[src/rtl/mul_feeder_pkg.sv]
// Shared types and constants for the multiplier operand feeder.
package mul_feeder_pkg;

    localparam int MUL_FEEDER_WIDTH      = 16;
    localparam int MUL_FEEDER_FIFO_DEPTH = 2;

    typedef enum logic [2:0] {
        ST_IDLE,
        ST_CLR,
        ST_START,
        ST_LDA,
        ST_LDB,
        ST_WAIT,
        ST_RESULT
    } mul_feeder_state_t;

endpackage

[src/rtl/mul_feeder_fifo.sv]
// Two-entry synchronous FIFO holding {a, b} operand pairs for the feeder.
// Pushes into a full FIFO and pops from an empty one are ignored.
module mul_feeder_fifo
    import mul_feeder_pkg::*;
#(
    parameter int   WIDTH = MUL_FEEDER_WIDTH,
    localparam int  DEPTH = MUL_FEEDER_FIFO_DEPTH,
    localparam int  PTR_W = $clog2(DEPTH),
    localparam int  CNT_W = $clog2(DEPTH + 1)
) (
    input  logic             clk,
    input  logic             rst,
    input  logic             push,
    input  logic [WIDTH-1:0] push_a,
    input  logic [WIDTH-1:0] push_b,
    input  logic             pop,
    output logic [WIDTH-1:0] head_a,
    output logic [WIDTH-1:0] head_b,
    output logic             full,
    output logic             empty,
    output logic [CNT_W-1:0] count
);

    logic [WIDTH-1:0] mem_a [DEPTH];
    logic [WIDTH-1:0] mem_b [DEPTH];
    logic [PTR_W-1:0] wr_ptr;
    logic [PTR_W-1:0] rd_ptr;
    logic             do_push;
    logic             do_pop;

    assign full    = (count == CNT_W'(DEPTH));
    assign empty   = (count == '0);
    assign do_push = push && !full;
    assign do_pop  = pop && !empty;
    assign head_a  = mem_a[rd_ptr];
    assign head_b  = mem_b[rd_ptr];

    // Operand storage; contents are don't-care until counted in.
    always_ff @(posedge clk) begin
        if (do_push) begin
            mem_a[wr_ptr] <= push_a;
            mem_b[wr_ptr] <= push_b;
        end
    end

    // Pointers wrap naturally at DEPTH; simultaneous push/pop leaves count alone.
    always_ff @(posedge clk) begin
        if (rst) begin
            wr_ptr <= '0;
            rd_ptr <= '0;
            count  <= '0;
        end else begin
            if (do_push) begin
                wr_ptr <= wr_ptr + PTR_W'(1);
            end
            if (do_pop) begin
                rd_ptr <= rd_ptr + PTR_W'(1);
            end
            case ({do_push, do_pop})
                2'b10:   count <= count + CNT_W'(1);
                2'b01:   count <= count - CNT_W'(1);
                default: count <= count;
            endcase
        end
    end

endmodule

[src/rtl/mul_operand_feeder.sv]
// Sequencer that feeds operand pairs to the repeated-addition multiplier and
// returns its product over a valid/ready port.
// Optional build macro: MUL_FEEDER_TIMEOUT_EN adds a WAIT-state watchdog
// that aborts a job after TIMEOUT_CYCLES and flags it on out_err.
//
// state     | meaning
// ----------+-----------------------------------------------------------
// ST_IDLE   | waiting for a FIFO head; zero operand -> bypass to RESULT
// ST_CLR    | mul_clr pulse, multiplier back to its initial state
// ST_START  | mul_start pulse with A on mul_data
// ST_LDA    | A held on mul_data
// ST_LDB    | B on mul_data
// ST_WAIT   | B held, waiting for mul_done (or watchdog expiry)
// ST_RESULT | out_valid high until the consumer takes the product
module mul_operand_feeder
    import mul_feeder_pkg::*;
#(
    parameter int WIDTH          = MUL_FEEDER_WIDTH,
    parameter int TIMEOUT_CYCLES = 1024
) (
    input  logic             clk,
    input  logic             rst,
    input  logic             in_valid,
    output logic             in_ready,
    input  logic [WIDTH-1:0] in_a,
    input  logic [WIDTH-1:0] in_b,
    output logic             mul_clr,
    output logic             mul_start,
    output logic [WIDTH-1:0] mul_data,
    input  logic             mul_done,
    input  logic [WIDTH-1:0] mul_product,
    output logic             out_valid,
    input  logic             out_ready,
    output logic [WIDTH-1:0] out_data,
    output logic             out_err
);

    mul_feeder_state_t state;

    logic                                       fifo_pop;
    logic                                       fifo_full;
    logic                                       fifo_empty;
    logic [WIDTH-1:0]                           head_a;
    logic [WIDTH-1:0]                           head_b;
    logic [$clog2(MUL_FEEDER_FIFO_DEPTH+1)-1:0] fifo_count_unused;
    logic                                       head_zero;
    logic                                       wait_timeout;

    assign in_ready  = !fifo_full;
    assign head_zero = (head_a == '0) || (head_b == '0);

    // The head leaves the FIFO exactly when the FSM moves into RESULT.
    assign fifo_pop = ((state == ST_IDLE) && !fifo_empty && head_zero) ||
                      ((state == ST_WAIT) && (mul_done || wait_timeout));

    mul_feeder_fifo #(
        .WIDTH (WIDTH)
    ) u_fifo (
        .clk    (clk),
        .rst    (rst),
        .push   (in_valid && in_ready),
        .push_a (in_a),
        .push_b (in_b),
        .pop    (fifo_pop),
        .head_a (head_a),
        .head_b (head_b),
        .full   (fifo_full),
        .empty  (fifo_empty),
        .count  (fifo_count_unused)
    );

`ifdef MUL_FEEDER_TIMEOUT_EN
    localparam int TMR_W = $clog2(TIMEOUT_CYCLES + 1);

    logic [TMR_W-1:0] tmr;
    logic             err_q;

    assign wait_timeout = (state == ST_WAIT) && !mul_done && (tmr == '0);
    assign out_err      = err_q;

    // Watchdog down-counter, reloaded on the way into WAIT.
    always_ff @(posedge clk) begin
        if (rst) begin
            tmr <= '0;
        end else if (state == ST_LDB) begin
            tmr <= TMR_W'(TIMEOUT_CYCLES - 1);
        end else if ((state == ST_WAIT) && (tmr != '0)) begin
            tmr <= tmr - TMR_W'(1);
        end
    end

    // Abort flag travels with the zeroed result and clears on hand-off.
    always_ff @(posedge clk) begin
        if (rst) begin
            err_q <= 1'b0;
        end else if (wait_timeout) begin
            err_q <= 1'b1;
        end else if ((state == ST_RESULT) && out_ready) begin
            err_q <= 1'b0;
        end
    end
`else
    // TIMEOUT_CYCLES only matters when the watchdog is built in.
    logic unused_timeout_cfg;
    assign unused_timeout_cfg = (TIMEOUT_CYCLES > 0);
    assign wait_timeout       = 1'b0;
    assign out_err            = 1'b0;
`endif

    // Job sequencing with registered multiplier controls and result.
    always_ff @(posedge clk) begin
        if (rst) begin
            state     <= ST_IDLE;
            mul_clr   <= 1'b0;
            mul_start <= 1'b0;
            mul_data  <= '0;
            out_valid <= 1'b0;
            out_data  <= '0;
        end else begin
            mul_clr   <= 1'b0;
            mul_start <= 1'b0;
            case (state)
                ST_IDLE: begin
                    if (!fifo_empty) begin
                        if (head_zero) begin
                            state     <= ST_RESULT;
                            out_valid <= 1'b1;
                            out_data  <= '0;
                        end else begin
                            state   <= ST_CLR;
                            mul_clr <= 1'b1;
                        end
                    end
                end
                ST_CLR: begin
                    state     <= ST_START;
                    mul_start <= 1'b1;
                    mul_data  <= head_a;
                end
                ST_START: begin
                    state    <= ST_LDA;
                    mul_data <= head_a;
                end
                ST_LDA: begin
                    state    <= ST_LDB;
                    mul_data <= head_b;
                end
                ST_LDB: begin
                    state <= ST_WAIT;
                end
                ST_WAIT: begin
                    if (mul_done) begin
                        state     <= ST_RESULT;
                        out_valid <= 1'b1;
                        out_data  <= mul_product;
                        mul_data  <= '0;
                    end else if (wait_timeout) begin
                        state     <= ST_RESULT;
                        out_valid <= 1'b1;
                        out_data  <= '0;
                        mul_data  <= '0;
                    end
                end
                ST_RESULT: begin
                    if (out_ready) begin
                        state     <= ST_IDLE;
                        out_valid <= 1'b0;
                    end
                end
                default: begin
                    state     <= ST_IDLE;
                    mul_data  <= '0;
                    out_valid <= 1'b0;
                end
            endcase
        end
    end

endmodule
[config.mk]
export PLATFORM = sky130hd
export DESIGN_NAME = mul_operand_feeder
export DESIGN_NICKNAME = d
export VERILOG_FILES = /design/src/rtl/mul_feeder_pkg.sv /design/src/rtl/mul_feeder_fifo.sv /design/src/rtl/mul_operand_feeder.sv
export SDC_FILE = /design/constraint.sdc
export NUM_CORES = 1
export LEC_CHECK = 0
export ABC_AREA = 1
export CAP_MARGIN = 20
export CORE_ASPECT_RATIO = 2
export CORE_UTILIZATION = 45
export CTS_BUF_LIST = sky130_fd_sc_hd__clkbuf_4 sky130_fd_sc_hd__clkbuf_8
export DETAILED_ROUTE_END_ITERATION = 8
export PLACE_DENSITY = 0.74
export SYNTH_ARGS = -nofsm -noshare
export SYNTH_HDL_FRONTEND = slang
export SYNTH_SLANG_ARGS = --single-unit
[constraint.sdc]
create_clock -name clk -period 2.6 [get_ports clk]
set_input_delay 0.65 -clock clk [delete_from_list [all_inputs] [get_ports clk]]
set_output_delay 0.65 -clock clk [all_outputs]
set_load 0.02 [all_outputs]
=== Word-level counts from Yosys, hierarchy flattened ===
Memory sizes are Yosys's and may differ from the RTL's. A register that Yosys moved wholly into a read port is not among the register bits.
Cells that the tools add are included.

* Bits in registers: 42
* Memories: 2
* Output and inout port bits: 37
* Word-level logic and storage cells: 80
* Bits of input ports: 53
* Memory bits (writable): 64

{| class="wikitable"
|+ Memory list
! name !! depth !! bits a word !! read ports !! clocked after memory_dff !! write ports !! line !! text
|-
| u_fifo.mem_a || 2 || 16 || 1 || 1 || 1 || mul_feeder_fifo.sv:24 || <nowiki>logic [WIDTH-1:0] mem_a [DEPTH];</nowiki>
|-
| u_fifo.mem_b || 2 || 16 || 1 || 1 || 1 || mul_feeder_fifo.sv:25 || <nowiki>logic [WIDTH-1:0] mem_b [DEPTH];</nowiki>
|}

* Add/subtract/negate cells: 4
* Mux-type cells: 25
* Equality and inequality tests: 13
* Bitwise logic cells: 3
* Reduce and logical (&&, ||, !) cells: 24

{| class="wikitable"
|+ Operators with widths
! operator !! count
|-
| 2-to-1 mux 16 bit || 4
|-
| one-hot mux 16 bit (4 select lines) || 1
|-
| logical NOT 16 bit || 2
|-
| one-hot mux 16 bit (2 select lines) || 1
|-
| one-hot mux 3 bit (7 select lines) || 1
|-
| 2-to-1 mux 1 bit || 12
|-
| 2-to-1 mux 3 bit || 4
|-
| equality test 3 bit (second input constant) || 3
|-
| inequality test 2 bit (second input constant) || 4
|-
| equality test 3 x 2 -> 1 bit (second input constant) || 2
|-
| logical AND 1 bit || 6
|-
| OR reduction 3 bit || 2
|-
| AND reduction 5 bit || 1
|-
| equality test 2 bit (second input constant) || 2
|-
| one-hot mux 1 bit (4 select lines) || 1
|-
| one-hot mux 2 bit (2 select lines) || 1
|-
| AND reduction 4 bit || 1
|-
| nonzero test 2 bit || 2
|-
| OR reduction 4 bit || 1
|-
| equality test 3 x 1 -> 1 bit (second input constant) || 1
|-
| logical NOT 3 bit || 1
|-
| NOT 1 bit || 3
|-
| AND reduction 3 bit || 1
|-
| adder 1 bit (second input constant) || 2
|-
| 8 further kinds || 10
|}

=== Depth between registers and ports, before layout ===
Gate-level depths: netlist of the first run.

* Depth in word-level cells: 8
* Gate-level depth with buffers: 18
* Depth with buffers taken out: 16

=== By module ===
From an unflattened synthesis of the first run, not the netlist that was laid out.

* Cells, all modules: 428
* Area, all modules: 4610.7 µm²

{| class="wikitable"
|+ Modules (own cells, without submodules)
! module !! area each (µm²) !! sequential area each (µm²) !! cells an instance !! times used
|-
| mul_feeder_fifo || 2736.4 || 2021.9 || 140 || 1
|-
| mul_operand_feeder || 1874.3 || 760.7 || 288 || 1
|}

=== Worst setup path before layout of the first run ===
No wires, ideal clock.

* Kind: register -> register
* Start point: reg u_fifo.count[0]
* End point: mem u_fifo.mem_a[1][0] (netlist name), enable pin
* Clock period less this slack: 2.556 ns
* Arrival time: 2.134 ns
* Slack: 0.044 ns
* Setup time: 0.423 ns
* Stages on the path, launching flop included: 5
* Data required time: 2.177 ns
* Path buffers: 0
* Cells stage by stage: dfxtp_1 > inv_1 > nand2_1 > nand2_1 > nor2_1

* Longest elaborated chain between the ends: 6

{| class="wikitable"
|+ Ends and longest elaborated chain
! what !! line !! text
|-
| start, declared || mul_feeder_fifo.sv:21 || <nowiki>output logic [CNT_W-1:0] count</nowiki>
|-
| start signal, assigned || mul_feeder_fifo.sv:60 || <nowiki>2'b10: count <= count + CNT_W'(1);</nowiki>
|-
| start signal, assigned || mul_feeder_fifo.sv:61 || <nowiki>2'b01: count <= count - CNT_W'(1);</nowiki>
|-
| start signal, assigned || mul_feeder_fifo.sv:62 || <nowiki>default: count <= count;</nowiki>
|-
| equality test 2 bit * || mul_feeder_fifo.sv:31 || <nowiki>assign full = (count == CNT_W'(DEPTH));</nowiki>
|-
| logical NOT 1 bit * || mul_operand_feeder.sv:49 || <nowiki>assign in_ready = !fifo_full;</nowiki>
|-
| net in_ready || mul_operand_feeder.sv:24 || <nowiki>output logic in_ready,</nowiki>
|-
| logical AND 1 bit || mul_operand_feeder.sv:61 || <nowiki>.push (in_valid && in_ready),</nowiki>
|-
| logical AND 1 bit * || mul_feeder_fifo.sv:33 || <nowiki>assign do_push = push && !full;</nowiki>
|-
| 2-to-1 mux 1 bit * || mul_feeder_fifo.sv:40 || <nowiki>if (do_push) begin</nowiki>
|-
| 2-to-1 mux 1 bit (implied by the code) * || mul_feeder_fifo.sv:41 || <nowiki>mem_a[wr_ptr] <= push_a;</nowiki>
|-
| end, declared || mul_feeder_fifo.sv:24 ||
|}

Mark *: on every way through the listed nets, which the timed path passes. The rest lies on a longest branch.

=== Worst setup path after layout of the first run ===
* Start point: reg u_fifo.count[0]
* End point: out in_ready

* Longest elaborated chain between the ends: 2

{| class="wikitable"
|+ Ends and longest elaborated chain
! what !! line
|-
| equality test 2 bit || mul_feeder_fifo.sv:31
|-
| logical NOT 1 bit || mul_operand_feeder.sv:49
|-
| end, declared || mul_operand_feeder.sv:24
|}

Every way passes these cells.

==> out/results.txt, run 1 <==
Core ar.: 9380 µm²
Hold crit path type: reg2reg
Power, Total: 0.00485 W
Largest net degree at the start of global routing: 34
Starting DRC count in detailed routing: 169
Mapped Area: 4390 µm²
Worst-Margin Slew: 0.765 ns
Max Root-Sink Buffers: 2
Max-cap viol count: 0
CTS Sinks: 107
Total GRT Usage: 19.9%
Sequential share of the synthesized area: 63.5%
Final Setup Violations: 0
Yosys top cell area share: 43.8%
Post-cts sizing count: 0
Post-synth net total: 517
Nets: 605
CP top delay family: buffers and inverters
Synth area leaders: edfxtp_1 44%, dfxtp_1 20%, nand2_1 14%
Critical Path AT: 1.59 ns
Slowest CP cell: clkdlybuf4s50_1
First-pass GRT wire length: 15200 µm
Fin crit period: 2.24 ns
CTS root buffer: clkbuf_8
Worst Setup Start Kind: flop
CP peak stage delay: 0.62 ns
Worst path bufs/invs: 2
Die Y: 142 µm
Routed Antenna Nets: 0
Worst slew margin: 48.9%
FP Rows: 50
Detailed Route WL: 9430 µm
RSZ-0062 raised after global routing: false
Gpl congestion: 0.818
# IOs: 90
Storage cell area: 2780 µm²
Status: completed
Worst EP required: 1.95 ns
Via count: 3298
Initial Util: 46.7%
Fmax: 446 MHz
Crit-path cells: inv_1, nand2_1, clkdlybuf4s50_1
# diodes: 0
Yosys cell types: 29
Area of the multi-input gates: 1360 µm²
Setup_tns: 0 ns
Antenna violations before repair: 0
Chip width: 71.8 µm
Layout filler cell count: 836
Final hold viol count: 0
Drt drc: 0
CTS buffer count: 9
I/O Buffers: 88
CP Max Fanout: 6
Cts hold-fix bufs: 0
Die area: 10200 µm²
Final period utilization: 86.2%
PD cells: 869 nW/µm²
Area grow syn2layout: 27.4%
Syn avg cell area: 9.47 µm²
YS warnings: 0
Layout cell share with drive strength beyond 1: 6.83%
Setup bufs post-CTS: 0
Register bit total from synthesis: 107
Drt pass-1 iters: 4
Final Skew: 0.0116 ns
Min Hold Slack: 0.462 ns
Mapped Cells: 463
H-tree levels: 3
Vias per inst: 5.00
Endpoint class of the critical path: output port
Kind of critical path: reg2out
Final HPWL DP: 6860 µm
VDD IR-drop max: 0.540 mV
Clock transition at path regs: 0.10 ns
WL/cell: 14.3 µm
Post-synth top area cell: edfxtp_1
Leakage: 2.19 nW
Vias in the first global route: 3284
Total gr overflow: 0
Worst-Skew Late Latency: 0.37 ns
CTS tree: built
Final Slew Violations: 0
[cell usage in the layout, fill, tap and decap left out]
cell             instances
o21a_1                   1
inv_2                    3
or2_1                    1
conb_1                   1
clkinv_2                 1
buf_4                    7
nor3_1                   3
nand3_1                 23
edfxtp_1                64
nand4_1                  1
nor2_1                  44
inv_1                   30
clkinv_1                 1
nand3_2                  1
a21oi_4                  1
o21ai_0                  2
inv_4                    1
nand2_4                  1
nand2_1                159
nor4_1                   1
a21oi_1                 39
inv_6                    1
ha_1                     1
clkdlybuf4s50_1         88
nand2_2                  2
bufinv_16                1
dfxtp_1                 43
nor2_2                   3
buf_12                   2
nand3_4                  1
a22oi_1                 16
o211ai_2                 1
clkbuf_8                12
[per-stage QoR]
step / std cells / util (%) / instance area (µm²) / worst slack, ns
2_1_floorplan: 463 / - / 4390 / 0.0438
3_3_place_gp: 644 / 57.3 / 5370 / 0.194
3_5_place_dp: 644 / 57.3 / 5370 / 0.114
4_1_cts: 660 / 59.5 / 5590 / 0.249
5_1_grt: 660 / 59.5 / 5590 / 0.157
6_report: 660 / 59.5 / 5590 / 0.358
[synthesized netlist by cell type]
cell type	instances
nand2_1	159
edfxtp_1	64
nor2_1	46
dfxtp_1	43
a21oi_1	39
inv_1	29
nand3_1	23
a22oi_1	16
buf_4	7
clkbuf_1	7
buf_2	4
inv_2	4
nor3_1	3
buf_6	2
nand2_2	2
o21ai_0	2
a21oi_4	1
clkinv_1	1
conb_1	1
ha_1	1
nand2_4	1
nand3_2	1
nand3_4	1
nand4_1	1
nor2_2	1
nor4_1	1
o211ai_2	1
o21a_1	1
or2_1	1
[area by class of cell]
class / count / share of cell area, %
repair buffers: 97 / 17.4
clock inverters: 4 / 0.851
inverters: 34 / 2.33
clock buffers: 12 / 2.96
multi-input cells: 302 / 24.3
flip-flops and latches: 107 / 49.8
well taps: 104 / 2.33
[worst register-to-register path: cells and delay by family (launching register included)]
family | cells | cell delay [ns]
and+or+nand+nor | 10 | 0.82
adders and majority gates | 1 | 0.28
DFF | 1 | 0.36
AOI/OAI and AO/OA | 2 | 0.22
buffers and inverters | 3 | 0.40
[flip-flops by register name, indices dropped and copies added, names as in the netlist, 2 cells and up, named ones only]
signal        count
u_fifo.mem_b     32
mul_data         16
u_fifo.count      2
u_fifo.mem_a     32
out_data         16
state             3
[path summary, 6_finish.rpt]
path / start / to / slack [ns] / cells past startpoint
worst max-delay path: u_fifo.count[0] / in_ready / 0.36 / 3
worst max register to register: flop / u_fifo.count[1] / 0.43 / 16
worst min-delay path: out_valid / out_valid / 0.46 / 2
worst min register to register: out_valid / out_valid / 0.46 / 2
[per-layer routing]
layer	share of wire, %	up-vias	GRT usage, %
met5	0	-	0
met4	2.8	0	10.5
met3	4.5	18	4.19
met2	57	94	37.5
met1	35	1486	19.5
li1	-	1700	-
[kinds of logic (layout without fill, tap and decap cells)]
| kind of cell | count (synthesis) | in the layout | share of synthesized area, % |
|---|---|---|---|
| AOI/OAI and AO/OA | 60 | 60 | 8.25 |
| adders and majority gates | 1 | 1 | 0.285 |
| other | 1 | 1 | 0.0855 |
| buffers and inverters | 54 | 147 | 5.68 |
| and+or+nand+nor | 240 | 240 | 22.3 |
| DFF | 107 | 107 | 63.5 |
[power by group]
group | switching [W] | internal (W)
logic | 0.00103 | 0.000598
clock network | 0.000525 | 0.000523
registers | 0.000132 | 0.00204
total | 0.00169 | 0.00316
(Power assumes the default switching activity.)
==> inputs of run 2 (changes only) <==
CTS_BUF_LIST = sky130_fd_sc_hd__clkbuf_4   (was sky130_fd_sc_hd__clkbuf_4 sky130_fd_sc_hd__clkbuf_8)
CTS_CLUSTER_DIAMETER = 120   (was default)
==> run 2 against run 1 <==
  * Setup slack worse by 0.12 ns
  * Final area is 1.5% lower
  * Cell count is 0.15% higher
  * Critical path type unchanged
==> out/results.txt, run 2 (synthesis results as in run 1) <==
Status: completed (unchanged)
Hold crit path type: reg2reg (unchanged)
Final Setup Violations: 0 (unchanged)
# IOs: 90 (unchanged)
Most frequent cells in the layout: 159 x nand2_1, 88 x clkdlybuf4s50_1, 64 x edfxtp_1 (unchanged)
Met3 usage: 4.62% (was 4.19%)
Final period utilization: 90.7% (was 86.2%)
Final hold viol count: 0 (unchanged)
Total GRT Usage: 20.0% (was 19.9%)
H-tree levels: 3 (unchanged)
Die area: 10200 µm² (unchanged)
Vias per inst: 5.04 (was 5.00)
Crit-path cells: inv_1, nand2_1, clkdlybuf4s50_1 (unchanged)
Gpl congestion: 0.818 (unchanged)
Biggest regs: u_fifo.mem_a x32, u_fifo.mem_b x32 (unchanged)
I/O Buffers: 88 (unchanged)
Routed Antenna Nets: 0 (unchanged)
Worst-Margin Slew: 0.744 ns (was 0.765 ns)
Final Slew Violations: 0 (unchanged)
Antenna violations before repair: 1 (was 0)
Drt pass-1 iters: 4 (unchanged)
Hold path cells: 2 (unchanged)
Worst Setup Start Kind: flop (unchanged)
Die Y: 142 µm (unchanged)
Hold Crit Endpoint: out_valid (unchanged)
Setup_tns: 0 ns (unchanged)
Final Skew: 0.0160 ns (was 0.0116 ns)
RSZ-0062 raised after global routing: false (unchanged)
Most common cell after layout, fill and taps aside: nand2_1 (unchanged)
First-pass GRT wire length: 15200 µm (about the same)
Placement Cell Area: 5370 µm² (unchanged)
Layout cell share with drive strength beyond 1: 6.83% (unchanged)
Largest net degree at the start of global routing: 34 (unchanged)
CP top delay family: buffers and inverters (unchanged)
Final HPWL DP: 6860 µm (unchanged)
Max Root-Sink Buffers: 2 (unchanged)
FP Rows: 50 (unchanged)
Chip width: 71.8 µm (unchanged)
Clock transition at path regs: 0.16 ns (was 0.10 ns)
Reg2Reg Setup Slack: 0.43 ns (about the same)
CTS tree: built (unchanged)
Leakage: 2.16 nW (was 2.19 nW)
Critical Path AT: 1.71 ns (was 1.59 ns)
Busiest layer in global routing: met2 (unchanged)
CP peak stage delay: 0.62 ns (about the same)
Worst-Skew Late Latency: 0.47 ns (was 0.37 ns)
PD cells: 837 nW/µm² (was 869 nW/µm²)
Slowest CP cell: clkdlybuf4s50_1 (unchanged)
WL/cell: 14.4 µm (was 14.3 µm)
Kind of critical path: reg2out (unchanged)
Final Util: 58.7% (was 59.5%)
Area grow syn2layout: 25.5% (was 27.4%)
Nets: 605 (unchanged)
VDD IR-drop max: 0.572 mV (was 0.540 mV)
Starting DRC count in detailed routing: 187 (was 169)
R2R Path End: u_fifo.count[1] (unchanged)
Total gr overflow: 0 (unchanged)
CTS buffer count: 9 (unchanged)
Vias in the first global route: 3248 (was 3284)
Fin crit period: 2.36 ns (was 2.24 ns)
Fmax: 424 MHz (was 446 MHz)
Core ar.: 9380 µm² (unchanged)
Finished Cell Area: 5500 µm² (was 5590 µm²)
Via count: 3332 (was 3298)
Endpoint class of the critical path: output port (unchanged)
CTS Sinks: 107 (unchanged)
Worst EP required: 1.95 ns (about the same)
Cts hold-fix bufs: 0 (unchanged)
Initial Util: 46.7% (unchanged)
Reg2Reg Depth: 16 (unchanged)
CTS root buffer: clkbuf_4 (was clkbuf_8)
Global Route met2 Usage: 37.6% (was 37.5%)
Detailed Route WL: 9490 µm (was 9430 µm)
Worst slew margin: 50.2% (was 48.9%)
Layout filler cell count: 859 (was 836)
Drt drc: 0 (unchanged)
Max-cap viol count: 0 (unchanged)
Routing usage on met1: 20.0% (was 19.5%)
Power, Total: 0.00461 W (was 0.00485 W)
Worst path bufs/invs: 2 (unchanged)
Hold path start: out_valid (unchanged)
CP Max Fanout: 6 (unchanged)
[run 2: stage by stage]
step / instances / setup slack [ns] / hold WS, ns
floorplan: 463 / 0.0438 / 0.443
global placement: 644 / 0.194 / 0.443
detailed placement: 644 / 0.114 / 0.446
CTS: 660 / 0.197 / 0.467
global route: 661 / 0.132 / 0.485
finish: 661 / 0.242 / 0.467
[run 2: routing by layer]
metal / vias up / share of wire [%]
li1: 1702 / -
met1: 1528 / 36
met2: 89 / 57
met3: 13 / 4.5
met4: 0 / 2.6
met5: - / 0
[run 2: power by group]
part	switching, W	internal (W)
clock	0.000519	0.000286
combinational	0.00103	0.000598
sequential	0.000131	0.00204
[run 2: final cells by class]
class	instances	area (µm²)	area share [%]
Timing Repair Buffer	97	973	17.7
Tap cell	104	130	2.36
Clock inverter	7	58.8	1.07
Clock buffer	9	67.6	1.23
Multi-Input combinational cell	302	1360	24.7
Sequential cell	107	2780	50.6
Antenna cell	1	2.50	0.0455
Inverter	34	130	2.36
[run 2: worst max path at each step]
stage | from | cells after the start | to | slack, ns
4_1_cts | u_fifo.count[0] | 3 | in_ready | 0.20
5_1_grt | u_fifo.count[0] | 3 | in_ready | 0.13
3_3_place_gp | mul_done | 12 | u_fifo.count[1] | 0.19
2_1_floorplan | u_fifo.count[0] | 4 | u_fifo.mem_a[1][0] | 0.04
3_5_place_dp | mul_done | 12 | u_fifo.count[1] | 0.11
6_report | u_fifo.count[0] | 3 | in_ready | 0.24
[run 2: timing repair]
item | in CTS | in global routing
buffers inserted | 0 | 0
hold endpoints to repair | 0 | 0
endpoints found under the setup margin | 0 | 1
resized for setup | 0 | 2
[run 2: worst register-to-register path: cells and delay by family (launching register included)]
kind | cells | cell delay, ns
adder cells (fa/ha/maj) | 1 | 0.28
AO/OA/AOI/OAI | 2 | 0.22
flip-flops | 1 | 0.43
AND/OR/NAND/NOR | 10 | 0.80
buffers and inverters | 3 | 0.39
==> inputs of run 3 (changes only) <==
CORE_UTILIZATION = 48   (was 45)
PLACE_DENSITY = 0.78   (was 0.74)
==> run 3 against run 2 <==
  * Combinational power is essentially flat
  * Worst hold slack improved by 0.0040 ns
  * Clock skew is 0.0021 ns higher
  * Sequential power is essentially flat
  * Clock power shrank 10%
  * Via count increased by 2.7%
  * Largest power group unchanged
==> out/results.txt, run 3 (synthesis results as in run 1) <==
Hold path start: out_data[3] (was out_valid)
Crit path from: u_fifo.count[0] (unchanged)
# IOs: 90 (unchanged)
Fin crit period: 2.33 ns (was 2.36 ns)
Chip width: 69.6 µm (was 71.8 µm)
Starting DRC count in detailed routing: 186 (was 187)
Final period utilization: 89.5% (was 90.7%)
Crit-path cells: inv_1, nand2_1, clkdlybuf4s50_1 (unchanged)
Max Root-Sink Buffers: 2 (unchanged)
Worst-Skew Late Latency: 0.46 ns (was 0.47 ns)
Placement Cell Area: 5370 µm² (about the same)
Via count: 3421 (was 3332)
Cell Count Post-Placement: 642 (was 644)
Drt drc: 0 (unchanged)
Hold crit path type: reg2reg (unchanged)
Largest net degree at the start of global routing: 34 (unchanged)
Total GRT Usage: 21.2% (was 20.0%)
Endpoint class of the critical path: output port (unchanged)
Status: completed (unchanged)
Final Skew: 0.0181 ns (was 0.0160 ns)
Leakage: 2.14 nW (was 2.16 nW)
Slowest CP cell: clkdlybuf4s50_1 (unchanged)
Setup bufs post-CTS: 0 (unchanged)
Biggest regs: u_fifo.mem_a x32, u_fifo.mem_b x32 (unchanged)
CP top delay family: buffers and inverters (unchanged)
Most common cell after layout, fill and taps aside: nand2_1 (unchanged)
WL/cell: 14.5 µm (was 14.4 µm)
Gpl congestion: 0.876 (was 0.818)
Nets: 605 (unchanged)
Die area: 9550 µm² (was 10200 µm²)
VDD IR-drop max: 0.410 mV (was 0.572 mV)
Clock transition at path regs: 0.15 ns (was 0.16 ns)
Final Slew Violations: 0 (unchanged)
CTS Sinks: 107 (unchanged)
PD cells: 827 nW/µm² (was 837 nW/µm²)
Worst path bufs/invs: 2 (unchanged)
Non-filler cells, final: 659 (was 661)
CP peak stage delay: 0.62 ns (about the same)
Die Y: 137 µm (was 142 µm)
Detailed Route WL: 9530 µm (was 9490 µm)
Finished Cell Area: 5490 µm² (was 5500 µm²)
R2R Path End: u_fifo.count[1] (unchanged)
Max-cap viol count: 0 (unchanged)
Reg2Reg Depth: 16 (unchanged)
Vias per inst: 5.19 (was 5.04)
Core ar.: 8950 µm² (was 9380 µm²)
Initial Util: 49.0% (was 46.7%)
I/O Buffers: 88 (unchanged)
Hold Crit Endpoint: out_data[3] (was out_valid)
Routed Antenna Nets: 0 (unchanged)
Final hold viol count: 0 (unchanged)
FP Rows: 49 (was 50)
Cts hold-fix bufs: 0 (unchanged)
Worst Setup Start Kind: flop (unchanged)
Layout filler cell count: 745 (was 859)
Kind of critical path: reg2out (unchanged)
Vias in the first global route: 3339 (was 3248)
Hold path cells: 2 (unchanged)
Worst EP required: 1.95 ns (about the same)
Critical Path AT: 1.68 ns (was 1.71 ns)
Antenna violations before repair: 1 (unchanged)
H-tree levels: 3 (unchanged)
Reg2Reg Setup Slack: 0.37 ns (was 0.43 ns)
CTS root buffer: clkbuf_4 (unchanged)
Area grow syn2layout: 25.1% (was 25.5%)
Drt pass-1 iters: 4 (unchanged)
RSZ-0062 raised after global routing: false (unchanged)
Worst slew margin: 53.4% (was 50.2%)
Setup_tns: 0 ns (unchanged)
WP depth: 3 (unchanged)
CP Max Fanout: 6 (unchanged)
CTS tree: built (unchanged)
CTS buffer count: 9 (unchanged)
Worst-Margin Slew: 0.697 ns (was 0.744 ns)
Layout cell share with drive strength beyond 1: 7.01% (was 6.83%)
First-pass GRT wire length: 15600 µm (was 15200 µm)
Final Setup Violations: 0 (unchanged)
Most frequent cells in the layout: 159 x nand2_1, 88 x clkdlybuf4s50_1, 64 x edfxtp_1 (unchanged)
Final HPWL DP: 6950 µm (was 6860 µm)
Fmax: 430 MHz (was 424 MHz)
Total gr overflow: 0 (unchanged)
==> run 3: final cells by class <==
| class | count | area [µm²] | area share [%] |
|---|---|---|---|
| Timing Repair Buffer | 97 | 977 | 17.8 |
| Multi-Input combinational cell | 302 | 1360 | 24.8 |
| Sequential cell | 107 | 2780 | 50.7 |
| Clock inverter | 6 | 32.5 | 0.593 |
| Antenna cell | 1 | 2.50 | 0.0456 |
| Inverter | 34 | 130 | 2.37 |
| Tap cell | 102 | 128 | 2.33 |
| Clock buffer | 10 | 75.1 | 1.37 |
==> run 3: worst register-to-register path, delay by kind of cell (launching register included) <==
family | cells | cell delay (ns)
compound gates | 2 | 0.20
fa+ha+maj | 1 | 0.29
buf+inv | 3 | 0.40
flops | 1 | 0.42
simple gates | 10 | 0.89
==> run 3: per-layer routing <==
layer	track usage [%]	vias up	wire [µm]
met5	0	-	0
met4	12.8	0	416
met3	4.54	31	443
met2	39.3	116	5230
met1	21.5	1573	3430
li1	-	1701	-
==> run 3: power breakdown <==
part	total [W]	switching (W)	internal, W
clock network	0.000722	0.000520	0.000202
logic	0.00164	0.00104	0.000597
registers	0.00218	0.000138	0.00204
==> run 3: worst max-delay path by stage <==
stage	end	slack (ns)
after detailed placement	u_fifo.count[1]	0.13
final	in_ready	0.27
after floorplan	u_fifo.mem_a[1][0]	0.04
after global routing	u_fifo.count[1]	0.08
after global placement	u_fifo.count[1]	0.19
after CTS	in_ready	0.24
==> run 3: metrics by stage <==
step | hold WS (ns) | worst slack (ns) | utilization, % | total power (W)
3_3_place_gp | 0.440 | 0.190 | 60.0 | 0.00380
3_5_place_dp | 0.451 | 0.131 | 60.0 | 0.00385
5_1_grt | 0.498 | 0.0785 | 61.3 | 0.00481
4_1_cts | 0.472 | 0.238 | 61.2 | 0.00456
6_report | 0.471 | 0.273 | 61.3 | 0.00454
2_1_floorplan | 0.443 | 0.0438 | - | 0.00328
==> run 3: repair_timing <==
item,4_1_cts,5_1_grt
endpoints found under the hold margin,0,0
setup endpoints to repair,0,1
resized for setup,0,3
==> edit (flow settings as in run 1) <==
The package constant `MUL_FEEDER_WIDTH` goes from 16 to 14.
--- a/src/rtl/mul_feeder_pkg.sv
+++ b/src/rtl/mul_feeder_pkg.sv
@@ -3,3 +3,3 @@
 
-    localparam int MUL_FEEDER_WIDTH      = 16;
+    localparam int MUL_FEEDER_WIDTH      = 14;
     localparam int MUL_FEEDER_FIFO_DEPTH = 2;
Ports: changed (5 resized); port bits go from 90 to 80. No check against the original RTL was run, so the function may have changed too.
==> edit against run 1 <==
- sequential cell count shrank 12
- synthesized area shrank 11%
- power grew 5.2%
- core utilization shrank 0.18 points
- combinational power grew 25%
- cell area shrank 11%
- hold slack gained 0.0081 ns
- count of clock-buffer cells in the layout grew 1
- setup slack lost 0.010 ns
- routed wire length shrank 12%
- critical path depth grew 12
==> edit: results (changes against run 1) <==
* Status: complete, no violations
* DP Worst Slack at 0.165 ns (+0.0507 ns)
* Leakage power at 1.90 nW (-13%)
* Syn_area_per_cell at 9.36 sq um (-1.2%)
* Routability cong. at 0.851 (+4.0%)
* Post-Route WL at 8.32 mm (-12%)
* Largest net degree at the start of global routing at 33 (-2.9%)
* Number of port buffers at 78 (-11%)
* Avg WL per Cell at 13.9 um (-2.7%)
* Multi-input gates at 284 (-6.0%)
* Clk tree area frac at 4.22% (+0.41 points)
* Reg2Reg Depth at 15 (-1)
* Seq/total area at 49.7% (-0.13 points)
* Syn Nets at 467 (-9.7%)
* FMAX at 444 MHz (-0.46%)
* GR met3 Demand/Resource at 4.34% (+0.15 points)
* Clk sinks at 95 (-11%)
* Layout cells sized above 1 at 6.39% (-0.45 points)
* Iteration-0 DRC Markers at 180 (+6.5%)
* Max rail drop VDD at 0.000454 V (-16%)
* Non-clk invs at 21 (-38%)
* Post-synth EDFFs at 56 (-13%)
* Post-synth cell types at 25 (-14%)
* HPWL Detailed at 6.04 mm (-12%)
* Buffering overhead at 16.8% (-0.61 points)
* M1 WL at 3.05 mm (-8.5%)
* Worst-Margin Slew at 0.779 ns (+0.0149 ns)
* Final Instance Area at 4960 sq um (-11%)
* Hold EP: mul_data[2]
* Gr usage total at 20.3% (+0.49 points)
* Clk pwr at 0.00100 W (-5%)
* Top cells by count, synth: nand2_1 (145), edfxtp_1 (56), nor2_1 (48)
* Power Total at 0.00511 W (+5.2%)
edit: metrics by stage:
step	utilization [%]	hold WS, ns
floorplan	-	0.443
global placement	56.8	0.455
detailed placement	56.8	0.459
CTS	59.3	0.472
global route	59.4	0.484
finish	59.4	0.470
edit: logic make-up (layout without fill, tap and decap cells):
kind of cell / Yosys count / in the layout / synth area share (%)
AND/OR/NAND/NOR: 223 / 223 / 22.9
other: 1 / 1 / 0.0956
flip-flops: 95 / 95 / 62.8
buffers and inverters: 40 / 122 / 5.58
AO/OA/AOI/OAI: 59 / 59 / 8.26
adder cells (fa/ha/maj): 1 / 1 / 0.319
edit: worst max-delay path, cell delays in order (launching register included):
cell and delay (ns):
dfxtp_1 0.34, buf_4 0.23, or2_1 0.24, o21ai_1 0.14, nand2_1 0.09, nor2_1 0.10
nand2_1 0.11, nand3_4 0.09, nand3_1 0.10, inv_1 0.08, ha_1 0.22, inv_1 0.08
nand2_1 0.05, nor2_1 0.11, o21ai_0 0.09, a21oi_1 0.13
